File: src/rtl/cmd_seq_pkg.sv
// Shared types and constants for the RemoteComm command sequencer.
// Latency: n/a (types and constants only).
// Backpressure: n/a.
package cmd_seq_pkg;

  localparam int RESP_W = 8;
  localparam logic [RESP_W-1:0] POS_ACK = 8'hA5;

  // KnightsTour command encodings
  localparam logic [15:0] CMD_CAL    = 16'h0000;
  localparam logic [15:0] CMD_MOVE_N = 16'h2001;
  localparam logic [15:0] CMD_MOVE_E = 16'h2BF1;
  localparam logic [15:0] CMD_MOVE_W = 16'h23F1;
  localparam logic [15:0] CMD_MOVE_S = 16'h27F1;

  typedef enum logic [2:0] {
    ST_IDLE,
    ST_SEND,
    ST_WAIT_SNT,
    ST_WAIT_RESP,
    ST_NEXT,
    ST_FIN
  } seq_state_t;

  typedef enum logic [1:0] {
    ERR_NONE     = 2'b00,
    ERR_SNT_TMO  = 2'b01,
    ERR_RESP_TMO = 2'b10,
    ERR_NACK     = 2'b11
  } err_code_t;

endpackage

File: src/rtl/cmd_seq_if.sv
// RemoteComm command channel: command word + send strobe out, transmit-complete
// and response byte back. Latency: n/a. Backpressure: the sender waits on cmd_snt.
// Ports: master = sequencer side (drives cmd/snd_cmd), slave = RemoteComm side.
interface cmd_seq_if
  import cmd_seq_pkg::*;
#(
  parameter int CMD_W = 16
);
  logic [CMD_W-1:0]  cmd;
  logic              snd_cmd;
  logic              cmd_snt;
  logic              resp_rdy;
  logic [RESP_W-1:0] resp;

  modport master (output cmd, snd_cmd, input cmd_snt, resp_rdy, resp);
  modport slave  (input cmd, snd_cmd, output cmd_snt, resp_rdy, resp);
endinterface

File: src/rtl/cmd_seq_buf.sv
// Command buffer: NUM_CMDS x CMD_W registers appended at count, read by index.
// Latency: write visible next cycle; read is combinational.
// Backpressure: writes while full are dropped; clr beats wr_en in the same cycle.
// Ports: wr_en/wr_cmd append, clr empties, rd_idx/rd_cmd read, count/full status.
module cmd_seq_buf #(
  parameter int NUM_CMDS = 8,
  parameter int CMD_W    = 16
) (
  input  logic                          clk,
  input  logic                          rst_n,
  input  logic                          wr_en,
  input  logic [CMD_W-1:0]              wr_cmd,
  input  logic                          clr,
  input  logic [$clog2(NUM_CMDS)-1:0]   rd_idx,
  output logic [CMD_W-1:0]              rd_cmd,
  output logic [$clog2(NUM_CMDS+1)-1:0] count,
  output logic                          full
);
  localparam int IW = $clog2(NUM_CMDS);
  localparam int CW = $clog2(NUM_CMDS+1);

  logic [CMD_W-1:0] mem [NUM_CMDS];
  logic             do_wr;

  assign full   = (count == CW'(NUM_CMDS));
  assign do_wr  = wr_en && !clr && !full;
  assign rd_cmd = mem[rd_idx];

  always_ff @(posedge clk or negedge rst_n) begin
    if (!rst_n) begin
      count <= '0;
    end else if (clr) begin
      count <= '0;
    end else if (do_wr) begin
      count <= count + CW'(1);
    end
  end

  // Storage carries no reset: only entries below count are ever read.
  always_ff @(posedge clk) begin
    if (do_wr) begin
      mem[IW'(count)] <= wr_cmd;
    end
  end

endmodule

File: src/rtl/cmd_sequencer.sv
// Command player for RemoteComm: replays the buffered commands in order, checks
// each ack, logs the first error. Latency: start->snd_cmd 2 cycles, last resp->done 2.
// Backpressure: one command in flight; waits cmd_snt then resp, each with a timeout.
// Ports: clk/rst_n; wr_en/wr_cmd/clr/start control; rc (cmd_seq_if.master) RemoteComm
// side; busy/done/err/err_code/err_idx/err_cnt/count/full status.
// Build option: SEQ_ABORT_ON_ERR_EN ends playback at the first logged error.
module cmd_sequencer
  import cmd_seq_pkg::*;
#(
  parameter int                NUM_CMDS = 8,
  parameter int                CMD_W    = 16,
  parameter int                TMO_W    = 24,
  parameter int                SNT_TMO  = 200000,
  parameter int                RESP_TMO = 4000000,
  parameter logic [RESP_W-1:0] ACK_VAL  = POS_ACK
) (
  input  logic                          clk,
  input  logic                          rst_n,
  input  logic                          wr_en,
  input  logic [CMD_W-1:0]              wr_cmd,
  input  logic                          clr,
  input  logic                          start,
  cmd_seq_if.master                     rc,
  output logic                          busy,
  output logic                          done,
  output logic                          err,
  output logic [1:0]                    err_code,
  output logic [$clog2(NUM_CMDS)-1:0]   err_idx,
  output logic [$clog2(NUM_CMDS+1)-1:0] err_cnt,
  output logic [$clog2(NUM_CMDS+1)-1:0] count,
  output logic                          full
);
  localparam int IW = $clog2(NUM_CMDS);
  localparam int CW = $clog2(NUM_CMDS+1);

`ifdef SEQ_ABORT_ON_ERR_EN
  localparam seq_state_t ERR_DEST = ST_FIN;
`else
  localparam seq_state_t ERR_DEST = ST_NEXT;
`endif

  seq_state_t       state, state_nxt;
  logic [IW-1:0]    idx;
  logic [TMO_W-1:0] tmo_cnt;
  logic [CMD_W-1:0] rd_cmd, cmd_q;
  logic             snd_q;
  err_code_t        err_code_q;
  logic             start_acc, ld_cmd, tmo_clr, tmo_inc, idx_inc, log_err;
  err_code_t        log_code;

  assign busy        = (state != ST_IDLE);
  assign done        = (state == ST_FIN);
  assign rc.cmd      = cmd_q;
  assign rc.snd_cmd  = snd_q;
  assign err_code    = err_code_q;

  // Buffer edits are frozen while a playback is running.
  cmd_seq_buf #(.NUM_CMDS(NUM_CMDS), .CMD_W(CMD_W)) u_buf (
    .clk    (clk),
    .rst_n  (rst_n),
    .wr_en  (wr_en && !busy),
    .wr_cmd (wr_cmd),
    .clr    (clr && !busy),
    .rd_idx (idx),
    .rd_cmd (rd_cmd),
    .count  (count),
    .full   (full)
  );

  always_ff @(posedge clk or negedge rst_n) begin
    if (!rst_n) state <= ST_IDLE;
    else        state <= state_nxt;
  end

  always_comb begin
    state_nxt = state;
    start_acc = 1'b0;
    ld_cmd    = 1'b0;
    tmo_clr   = 1'b0;
    tmo_inc   = 1'b0;
    idx_inc   = 1'b0;
    log_err   = 1'b0;
    log_code  = ERR_NONE;
    case (state)
      ST_IDLE: begin
        if (start) begin
          start_acc = 1'b1;
          state_nxt = (count == '0) ? ST_FIN : ST_SEND;
        end
      end
      ST_SEND: begin
        ld_cmd    = 1'b1;
        tmo_clr   = 1'b1;
        state_nxt = ST_WAIT_SNT;
      end
      ST_WAIT_SNT: begin
        if (rc.cmd_snt) begin
          tmo_clr   = 1'b1;
          state_nxt = ST_WAIT_RESP;
        end else if (tmo_cnt == TMO_W'(SNT_TMO - 1)) begin
          log_err   = 1'b1;
          log_code  = ERR_SNT_TMO;
          state_nxt = ERR_DEST;
        end else begin
          tmo_inc = 1'b1;
        end
      end
      ST_WAIT_RESP: begin
        // A response arriving on the final timeout cycle still counts.
        if (rc.resp_rdy) begin
          if (rc.resp == ACK_VAL) begin
            state_nxt = ST_NEXT;
          end else begin
            log_err   = 1'b1;
            log_code  = ERR_NACK;
            state_nxt = ERR_DEST;
          end
        end else if (tmo_cnt == TMO_W'(RESP_TMO - 1)) begin
          log_err   = 1'b1;
          log_code  = ERR_RESP_TMO;
          state_nxt = ERR_DEST;
        end else begin
          tmo_inc = 1'b1;
        end
      end
      ST_NEXT: begin
        idx_inc   = 1'b1;
        state_nxt = (CW'(idx) == count - CW'(1)) ? ST_FIN : ST_SEND;
      end
      ST_FIN: begin
        state_nxt = ST_IDLE;
      end
      default: begin
        state_nxt = ST_IDLE;
      end
    endcase
  end

  // snd_cmd is registered so it can never glitch, and cmd holds between sends.
  always_ff @(posedge clk or negedge rst_n) begin
    if (!rst_n) begin
      cmd_q      <= '0;
      snd_q      <= 1'b0;
      idx        <= '0;
      tmo_cnt    <= '0;
      err        <= 1'b0;
      err_code_q <= ERR_NONE;
      err_idx    <= '0;
      err_cnt    <= '0;
    end else begin
      snd_q <= ld_cmd;
      if (ld_cmd) cmd_q <= rd_cmd;

      if (start_acc)    idx <= '0;
      else if (idx_inc) idx <= idx + IW'(1);

      if (tmo_clr)      tmo_cnt <= '0;
      else if (tmo_inc) tmo_cnt <= tmo_cnt + TMO_W'(1);

      if (start_acc) begin
        err        <= 1'b0;
        err_code_q <= ERR_NONE;
        err_idx    <= '0;
        err_cnt    <= '0;
      end else if (log_err) begin
        err <= 1'b1;
        if (!err) begin
          err_code_q <= log_code;
          err_idx    <= idx;
        end
        if (err_cnt != CW'(NUM_CMDS)) err_cnt <= err_cnt + CW'(1);
      end
    end
  end

endmodule

File: src/flat_wrapper.sv
// flat-port wrapper written by rule: the top's interface ports become plain ports
module cmd_sequencer_flat import cmd_seq_pkg::*;
#(
  parameter int                NUM_CMDS = 8,
  parameter int                CMD_W    = 16,
  parameter int                TMO_W    = 24,
  parameter int                SNT_TMO  = 200000,
  parameter int                RESP_TMO = 4000000,
  parameter logic [RESP_W-1:0] ACK_VAL  = POS_ACK
)
  (clk, rst_n, wr_en, wr_cmd, clr, start, busy, done, err, err_code, err_idx, err_cnt, count, full, rc_cmd, rc_snd_cmd, rc_cmd_snt, rc_resp_rdy, rc_resp);
  cmd_seq_if #(.CMD_W(CMD_W)) rc_i ();
  input  logic clk;
  input  logic rst_n;
  input  logic wr_en;
  input  logic [CMD_W-1:0] wr_cmd;
  input  logic clr;
  input  logic start;
  output logic busy;
  output logic done;
  output logic err;
  output logic [1:0] err_code;
  output logic [$clog2(NUM_CMDS)-1:0] err_idx;
  output logic [$clog2(NUM_CMDS+1)-1:0] err_cnt;
  output logic [$clog2(NUM_CMDS+1)-1:0] count;
  output logic full;
  output wire logic [$bits(rc_i.cmd)-1:0] rc_cmd;
  output wire logic [$bits(rc_i.snd_cmd)-1:0] rc_snd_cmd;
  input wire logic [$bits(rc_i.cmd_snt)-1:0] rc_cmd_snt;
  input wire logic [$bits(rc_i.resp_rdy)-1:0] rc_resp_rdy;
  input wire logic [$bits(rc_i.resp)-1:0] rc_resp;
  assign rc_cmd = rc_i.cmd;
  assign rc_snd_cmd = rc_i.snd_cmd;
  assign rc_i.cmd_snt = rc_cmd_snt;
  assign rc_i.resp_rdy = rc_resp_rdy;
  assign rc_i.resp = rc_resp;
  cmd_sequencer #(.NUM_CMDS(NUM_CMDS), .CMD_W(CMD_W), .TMO_W(TMO_W), .SNT_TMO(SNT_TMO), .RESP_TMO(RESP_TMO), .ACK_VAL(ACK_VAL)) u_core (.clk(clk), .rst_n(rst_n), .wr_en(wr_en), .wr_cmd(wr_cmd), .clr(clr), .start(start), .rc(rc_i), .busy(busy), .done(done), .err(err), .err_code(err_code), .err_idx(err_idx), .err_cnt(err_cnt), .count(count), .full(full));
endmodule
File: config.mk
export PLATFORM = sky130hd
export DESIGN_NAME = cmd_sequencer_flat
export DESIGN_NICKNAME = d
export VERILOG_FILES = /design/src/rtl/cmd_seq_pkg.sv /design/src/rtl/cmd_seq_if.sv /design/src/rtl/cmd_seq_buf.sv /design/src/rtl/cmd_sequencer.sv /design/src/flat_wrapper.sv
export SDC_FILE = /design/constraint.sdc
export NUM_CORES = 1
export LEC_CHECK = 0
export ABC_AREA = 1
export CORE_MARGIN = 4
export CORE_UTILIZATION = 50
export DETAILED_ROUTE_END_ITERATION = 12
export HOLD_SLACK_MARGIN = 0.02
export PLACE_DENSITY = 0.69
export SLEW_MARGIN = 20
export SYNTH_ARGS = -nofsm -noshare
export SYNTH_HDL_FRONTEND = slang
export SYNTH_HIERARCHICAL = 1
export SYNTH_SLANG_ARGS = --single-unit
File: constraint.sdc
create_clock -name clk -period 4.08 [get_ports clk]
set_clock_uncertainty 0.1 [all_clocks]
set_input_delay 0.816 -clock clk [delete_from_list [all_inputs] [get_ports clk]]
set_output_delay 0.816 -clock clk [all_outputs]
set_load 0.05 [all_outputs]
==> results of run 1 <==
[cells in the mapped netlist (all sizes together)]
library cell | count | share of area, %
nand2 | 369 | 15
inv | 179 | 7.2
edfxtp | 128 | 41
nand3 | 119 | 6.7
nor2 | 64 | 3.0
dfrtp | 61 | 16
buf | 28 | 2.4
o21ai | 22 | 1.5
nand4 | 18 | 1.5
nor3 | 11 | 0.65
xnor2 | 8 | 0.75
a21oi | 7 | 0.38
ha | 7 | 0.94
xor2 | 6 | 0.57
clkbuf | 5 | 0.20
nand3b | 4 | 0.36
a21o | 3 | 0.24
a22o | 1 | 0.094
clkinv | 1 | 0.094
nor3b | 1 | 0.081
o211ai | 1 | 0.081
[through the flow]
| step | instances | worst slack, ns | util (%) | cell area (um^2) | hold WS, ns |
|---|---|---|---|---|---|
| 3_3_place_gp | 1316 | 0.9950 | 55.95 | 10120 | 0.3576 |
| 4_1_cts | 1348 | 0.7833 | 59.11 | 10690 | 0.3795 |
| 3_5_place_dp | 1316 | 0.9672 | 55.95 | 10120 | 0.3626 |
| 6_report | 1348 | 0.8024 | 59.12 | 10690 | 0.3731 |
| 2_1_floorplan | 1043 | 0.8466 | - | 9288 | 0.3897 |
| 5_1_grt | 1348 | 0.6468 | 59.12 | 10690 | 0.3932 |
[layer usage]
metal	global-route usage (%)	routed length, um
met1	29.14	9472
met2	32.43	9619
met3	4.696	1017
met4	4.958	216
met5	0	0
[sequential cells by signal (all words and copies together) (netlist names), 3 cells and up]
name                flops
u_core/tmo_cnt         24
u_core/err_cnt          4
u_core/err_idx          3
u_core/u_buf/mem      128
u_core/u_buf/count      4
u_core/idx              3
u_core/state            3
u_core/rc.cmd          16
[worst max-delay path by stage]
stage | end | slack (ns) | cells after the start | from
floorplan | u_core/u_buf/mem[6][0] | 0.85 | 9 | u_core/state[1]
global placement | u_core/u_buf/mem[5][1] | 1.0 | 8 | wr_en
detailed placement | u_core/u_buf/mem[5][1] | 0.97 | 8 | wr_en
CTS | full | 0.78 | 5 | u_core/u_buf/count[0]
global route | full | 0.65 | 5 | u_core/u_buf/count[0]
finish | full | 0.80 | 5 | u_core/u_buf/count[0]
[kinds of logic (layout without fill, tap and decap cells)]
group                      Yosys count  count (layout)  synth area share [%]
buffers and inverters              213             289                 9.888
AOI/OAI and AO/OA                   34              34                 2.344
adders and majority gates            7               7                0.9430
DFF                                189             189                 57.82
xor gates and xnor gates            14              14                 1.320
and+or+nand+nor                    586             586                 27.68
[report_power, final]
part	switching (W)	total, W	internal [W]
Clock	0.000756	0.00160	0.000843
Combinational	0.00163	0.00230	0.000676
Sequential	0.000155	0.00243	0.00227
Total	0.00254	0.00633	0.00379
[cell usage in the layout, fill, tap and decap left out, types with 9 or more instances in the layout]
| cell | instances |
|---|---|
| nor2_1 | 59 |
| edfxtp_1 | 128 |
| clkbuf_16 | 17 |
| buf_4 | 11 |
| clkdlybuf4s50_1 | 63 |
| dfrtp_1 | 60 |
| nand3_1 | 114 |
| nand4_1 | 14 |
| nand2_1 | 360 |
| o21ai_2 | 9 |
| inv_1 | 170 |
[critical path: cells and delay by family, from the launching register on]
kind                     cells  cell delay (ns)
flip-flops                   1             0.44
AND/OR/NAND/NOR              1             0.14
buffers and inverters        3             1.14
adder cells (fa/ha/maj)      1             0.20
[final cells by class]
| type | count | area [um^2] |
|---|---|---|
| fill | 1589 | 7393 |
| clock inverter | 12 | 116.4 |
| timing repair buffer | 77 | 758.2 |
| multi-input combinational | 641 | 3022 |
| inverter | 180 | 681.9 |
| tap | 229 | 286.5 |
| sequential | 189 | 5371 |
| clock buffer | 20 | 456.7 |
==> flow_summary.ini, run 1 <==
[status]
outcome = finished clean

[yosys]
ys_seq_area_share_pct = 57.82
syn_area_um2 = 9288
syn-instance-count = 1043
synth_fp_nets = 1081
ys_ff_latch = 189
syn_area_per_cell_um2 = 8.905
synth_cell_types = 34
yosysWarnings = 6

[setup_path]
critPathKind = register to primary output
cp-end-kind = primary output
r2r_start = u_core/state[1]
arrival_ns = 2.36
r2r_slack_ns = 1.32
max_stage_delay_ns = 0.80
cpMostUsedCell = inv_1
path_max_fanout = 6
worstPathCellList = inv_1 -> ha_1 -> nand3_2 -> inv_1 -> clkdlybuf4s50_1
slowest_stage = clkdlybuf4s50_1
reg2reg_to = u_core/u_buf/mem[5][11]
crit_path_start_kind = register
ff2ff_path_depth = 10
cp.required_ns = 3.16

[clock_network]
worstSkewPairLatency_ns = 0.43
cts_resized = 0
holdBufCountCts = 0
numClockSinks = 189
root_buffer = clkbuf_16
htreeDepth = 4
clkTransAtPathRegs_ns = 0.07
post_cts_buffers = 0
cts_buffer_depth = 2
cts_tree = done
cts_made_buffers = 17

[pwr]
p_leak_nw = 4.944
ir_drop_v = 0.0002969
power-per-cell-area_nw_per_um2 = 591.9
fin_total_pwr_w = 0.006329

[route]
ant_nets = 0
routed_wl_mm = 20.33
drc = 0
avgRoutedWirePerCell_um = 15.08
drt_iter0_drc = 599
drtPass1Iterations = 6
vias = 6794
viasPerCell = 5.040

[placed_design]
gp_congestion = 0.8914
hpwl_mm = 13.02
port_buffers = 64

[sta]
hold_viol = 0
fin_crit_ns = 3.278
fin_crit_sh_pct = 80.33
tightest_slew_ns = 0.9337
rsz0062_at_grt = false
setup_violations = 0
maxSlewHeadroom_pct = 37.68
drv_slew = 0
max_freq_mhz = 305.1
setup_tns_ns = 0

[global_route]
antenna_found_initial = 0
grt_pass1_wl_mm = 33.04
grt_use_total_pct = 20.54
gr-total-overflow = 0
grt_start_max_net_pins = 65
grt_pass1_vias = 6382

[die]
num_io_pins = 65
die_area_um2 = 20820
start_util_pct = 51.35
fp-row-count = 49
core_area_um2 = 18090
die_h_um = 144.3
dieWidth_um = 144.3

[layout]
area_delta_synth_final_pct = 15.13
antenna_cells = 0
nets = 1144
drive_above_1_share_pct = 8.400

[worst_hold_path]
min_path_type = input pin to async pin

[job]
max_cap_violations = 0
Power figures use the tool's default switching activity.
==> run 2: changes to the inputs <==
--- a/config.mk
+++ b/config.mk
@@ -10,7 +10,7 @@
 export CORE_UTILIZATION = 50
 export DETAILED_ROUTE_END_ITERATION = 12
 export HOLD_SLACK_MARGIN = 0.02
-export PLACE_DENSITY = 0.69
+export PLACE_DENSITY = 0.72
 export SLEW_MARGIN = 20
 export SYNTH_ARGS = -nofsm -noshare
 export SYNTH_HDL_FRONTEND = slang
==> constraint.sdc (replaced) <==
create_clock -name clk -period 2.6 [get_ports clk]
set_clock_uncertainty 0.1 [all_clocks]
set_input_delay 0.52 -clock clk [delete_from_list [all_inputs] [get_ports clk]]
set_output_delay 0.52 -clock clk [all_outputs]
set_load 0.05 [all_outputs]
==> flow_summary.ini, run 2 (same netlist as run 1, synthesis figures left out) <==
[status]
outcome = finished clean

[route]
viasPerCell = 5.036
vias = 6839
drt_iter0_drc = 479
avgRoutedWirePerCell_um = 14.77
routed_wl_mm = 20.06
drtPass1Iterations = 7
ant_nets = 0
drc = 0

[layout]
drive_above_1_share_pct = 9.212
antenna_cells = 0
final_cells = 1358
num-fill-cells = 1505
nets = 1154
layout_common_cells = nand2_1 (360), inv_1 (171), edfxtp_1 (128), nand3_1 (114)
area_delta_synth_final_pct = 17.20
largest_register_ffs = 128
finish.utilization_pct = 60.19
final_common_cell = nand2_1
largest_register = u_core/u_buf/mem

[clock_network]
cts_made_buffers = 17
cts_buffer_depth = 2
cts_tree = done
numClockSinks = 189
post_cts_buffers = 0
htreeDepth = 4
root_buffer = clkbuf_16
worstSkewPairLatency_ns = 0.44
clkTransAtPathRegs_ns = 0.07

[global_route]
grt_pass1_wl_mm = 32.42
antenna_found_initial = 0
grt_start_max_net_pins = 70
grt_use_total_pct = 20.02
gr-total-overflow = 0
grt_pass1_vias = 6544

[sta]
hold_viol = 0
drv_slew = 0
fin_crit_sh_pct = 95.11
fin_crit_ns = 2.473
max_freq_mhz = 404.4
tightest_slew_ns = 0.7427
rsz0062_at_grt = false
setup_violations = 0
maxSlewHeadroom_pct = 50.49

[setup_path]
slowest_stage = clkdlybuf4s50_1
ff2ff_path_depth = 10
cp.required_ns = 1.98
crit_buf_inv = 1
max_stage_delay_ns = 0.87
path_depth = 1
cp-end-kind = primary output
worstPathCellList = clkdlybuf4s50_1
cp_top_family = buffers and inverters
path_max_fanout = 8
arrival_ns = 1.85
crit_path_start_kind = register
critPathKind = register to primary output

[die]
core_area_um2 = 18090
die_area_um2 = 20820
dieWidth_um = 144.3
num_io_pins = 65
fp-row-count = 49
start_util_pct = 51.35
die_h_um = 144.3

[placed_design]
dp.cells = 1325
port_buffers = 64
hpwl_mm = 13.31
gp_congestion = 0.8899

[job]
max_cap_violations = 0

[worst_hold_path]
hold_path_depth = 2
min_path_type = register to register

[pwr]
p_leak_nw = 5.038
ir_drop_v = 0.0006241
power-per-cell-area_nw_per_um2 = 933.6
==> run 2: changes by cell type in the layout (fill, tap and decap cells not counted), sizes merged <==
cell	change
clkbuf	-3
bufinv	+2
clkdlybuf4s50	-3
buf	+10
clkinv	-1
dlygate4sd2	+2
dlygate4sd3	+1
inv	+1
clkinvlp	+1
==> run 2: timing repair <==
action,4_1_cts,5_1_grt
hold buffers,1,0
gates resized for setup,2,0
endpoints found under the setup margin,2,0
hold endpoints to repair,61,0
==> run 2: metal layers <==
metal | share of wire (%) | up-vias | global-route usage [%]
li1 | - | 3447 | -
met1 | 43 | 3184 | 25.86
met2 | 49 | 185 | 33.87
met3 | 6.3 | 23 | 4.696
met4 | 1.3 | 0 | 5.793
met5 | 0 | - | 0
==> run 2: report_power, final <==
part	switching [W]	internal, W
clock network	0.00122	0.00147
registers	0.000198	0.00357
logic	0.00260	0.00111
==> run 2: final cells by class <==
cell class | count | area, um^2 | share of cell area (%)
timing repair buffer | 87 | 905.9 | 8.322
tap | 229 | 286.5 | 2.632
multi-input combinational | 641 | 3022 | 27.76
clock buffer | 17 | 425.4 | 3.908
inverter | 180 | 680.7 | 6.253
clock inverter | 15 | 193.9 | 1.782
sequential | 189 | 5371 | 49.34
==> run 2: worst paths after layout <==
kind                                  startpoint                      to  slack (ns)
max                        u_core/u_buf/count[2]                count[2]        0.13
min                            u_core/rc.cmd[12]       u_core/rc.cmd[12]        0.37
max reg2reg                      u_core/state[1]  u_core/u_buf/mem[0][6]        0.17
min reg2reg                    u_core/rc.cmd[12]       u_core/rc.cmd[12]        0.37
max in group asynchronous                  rst_n           u_core/idx[0]        1.58
min in group asynchronous                  rst_n        u_core/rc.cmd[5]        0.51
==> run 2: through the flow <==
| step | setup slack, ns | TNS (ns) | hold slack, ns | power, W | cell area [um^2] |
|---|---|---|---|---|---|
| 2_1_floorplan | -0.1922 | -16.87 | 0.1244 | 0.006520 | 9308 |
| 3_3_place_gp | 0.1498 | 0 | 0.3555 | 0.007473 | 10260 |
| 3_5_place_dp | 0.09297 | 0 | 0.3572 | 0.007538 | 10260 |
| 4_1_cts | 0.1055 | 0 | 0.3758 | 0.01023 | 10890 |
| 5_1_grt | 0.02553 | 0 | 0.3900 | 0.01078 | 10890 |
| 6_report | 0.1272 | 0 | 0.3693 | 0.01016 | 10890 |
==> run 3: changes to the inputs <==
--- a/config.mk
+++ b/config.mk
@@ -10,9 +10,9 @@
 export CORE_UTILIZATION = 50
 export DETAILED_ROUTE_END_ITERATION = 12
 export HOLD_SLACK_MARGIN = 0.02
-export PLACE_DENSITY = 0.72
+export PLACE_DENSITY = 0.73
+export SKIP_LAST_GASP = 1
 export SLEW_MARGIN = 20
 export SYNTH_ARGS = -nofsm -noshare
 export SYNTH_HDL_FRONTEND = slang
-export SYNTH_HIERARCHICAL = 1
 export SYNTH_SLANG_ARGS = --single-unit
==> flow_summary.ini, run 3 <==
[setup_path]
path_max_fanout = 7
cp.required_ns = 1.98
crit_end = busy
reg2reg_to = u_core.tmo_cnt[3]
arrival_ns = 1.79
startpoint = u_core.state[1]
ff2ff_path_depth = 12
r2r_slack_ns = 0.35
crit_path_start_kind = register
cp-end-kind = primary output
r2r_start = u_core.tmo_cnt[0]
critPathKind = register to primary output

[route]
viasPerCell = 5.626
routed_wl_mm = 19.31
avgRoutedWirePerCell_um = 18.03
vias = 6025
drc = 0
ant_nets = 0
drt_iter0_drc = 600
drtPass1Iterations = 5

[yosys]
synth_mux_area_share_pct = 3.209
synth_cell_types = 38
synth_top_family_by_area = simple AND/OR/NAND/NOR gates
synth_fp_nets = 802
yosys.area.top_type = edfxtp_1
syn_area_um2 = 8422
synth_compound_area_share_pct = 8.988
yosysWarnings = 0
synth.most_common_cell = edfxtp_1
yosys.area_share.simple_pct = 17.17
synth_edf_count = 128
synth_xor_area_share_pct = 1.352
syn_area_per_cell_um2 = 11.02
synthAdderAreaFrac_pct = 1.040
synth.area.top_cells = edfxtp_1 (46%), dfrtp_1 (18%), nand2_1 (5.7%)
synth_common_cells = edfxtp_1 (128), nand2_1 (127), nor2_1 (88)
ys_ff_latch = 189
synth_top_area_share_pct = 45.64
syn-instance-count = 764
ys.flop_type = edfxtp_1
ys_seq_area_share_pct = 63.76
synthArstFlopShare_pct = 32.28

[sta]
tightest_slew_ns = 0.7202
maxSlewHeadroom_pct = 51.99
rsz0062_at_grt = false
max_freq_mhz = 414.6
setup_violations = 0
fin_crit_sh_pct = 92.77
hold_viol = 0
hold-worst-slack_ns = 0.3804
drv_slew = 0
fin_crit_ns = 2.412

[worst_hold_path]
hold_start = u_core.rc.cmd[9]
min_path_type = register to register
hold_path_depth = 2

[clock_network]
cts_buffer_depth = 2
worstSkewPairLatency_ns = 0.42
htreeDepth = 4
root_buffer = clkbuf_16
cts_tree = done
cts_made_buffers = 17
clkTransAtPathRegs_ns = 0.07
numClockSinks = 189

[placed_design]
hpwl_mm = 12.75
gp_congestion = 0.9061
port_buffers = 64

[die]
num_io_pins = 65
dieWidth_um = 137.8
die_area_um2 = 18980
start_util_pct = 50.97
core_area_um2 = 16520
fp-row-count = 47
die_h_um = 137.8

[layout]
antenna_cells = 0
layout_common_cells = edfxtp_1 (128), nand2_1 (127), nor2_1 (88), clkdlybuf4s50_1 (60), dfrtp_1 (56)
drive_above_1_share_pct = 13.28
largest_register_ffs = 128
area_delta_synth_final_pct = 20.59
finish.utilization_pct = 61.46
largest_register = u_core.u_buf.mem
final_common_cell = edfxtp_1
nets = 876

[global_route]
grt_pass1_vias = 6002
antenna_found_initial = 0
grt_pass1_wl_mm = 31.19
grt_start_max_net_pins = 62
grt_use_total_pct = 21.38
gr-total-overflow = 0

[job]
max_cap_violations = 0

[pwr]
p_leak_nw = 3.861
ir_drop_v = 0.0007131
power-per-cell-area_nw_per_um2 = 964.2

[status]
outcome = finished clean
==> run 3: stage by stage <==
stage	cells	area (um^2)	setup TNS, ns	setup slack, ns	power [W]
3_3_place_gp	1038	9542	0	0.2641	0.007153
6_report	1071	10160	0	0.1881	0.009792
3_5_place_dp	1038	9542	0	0.2387	0.007268
2_1_floorplan	764	8528	-0.1484	-0.009272	0.006182
5_1_grt	1071	10160	0	0.06551	0.01030
4_1_cts	1071	10160	0	0.1633	0.009860
==> run 3: logic make-up after synthesis <==
logic type | count (synthesis)
simple gates | 326
mux | 27
buf+inv | 89
xor+xnor | 13
compound gates | 113
fa+ha+maj | 7
flops | 189
==> run 3: area by class of cell <==
type                    count  area [um^2]
multi-input cells         486         2771
clock buffers              17        425.4
well taps                 220        275.3
fillers                  1292         6369
repair buffers             86        897.1
flip-flops and latches    189         5379
inverters                  58        227.7
clock inverters            15        180.2
==> run 3: timing repair <==
action                     in CTS  in global routing
setup endpoints to repair       1                  0
hold buffers                    1                  0
hold endpoints to repair       59                  0
gates resized for setup         1                  0
setup buffers                   0                  0
==> run 3: worst max-delay path: stages, from the launching register on <==
cell and delay, ns:
dfrtp_1 0.46, nor2_1 0.13, inv_1 0.08, nor2_2 0.20, buf_4 0.18, inv_1 0.11
buf_4 0.22
==> run 3: metal layers <==
| layer | part of all wire, % | vias up | global-route usage (%) |
|---|---|---|---|
| li1 | - | 2849 | - |
| met2 | 51 | 198 | 36.77 |
| met1 | 43 | 2952 | 27.92 |
| met3 | 5.0 | 26 | 4.346 |
| met5 | 0 | - | 0 |
| met4 | 1.4 | 0 | 5.269 |
==> run 3: worst min path at each step <==
stage / end
after floorplan: u_core.err
after global placement: u_core.rc.cmd[3]
after detailed placement: u_core.rc.cmd[6]
after CTS: u_core.rc.cmd[9]
after global routing: u_core.rc.cmd[12]
final: u_core.rc.cmd[9]
==> run 3: where the power goes <==
group	internal, W	switching (W)	total [W]
Combinational	0.00108	0.00231	0.00339
Clock	0.00131	0.00128	0.00259
Sequential	0.00352	0.000290	0.00381
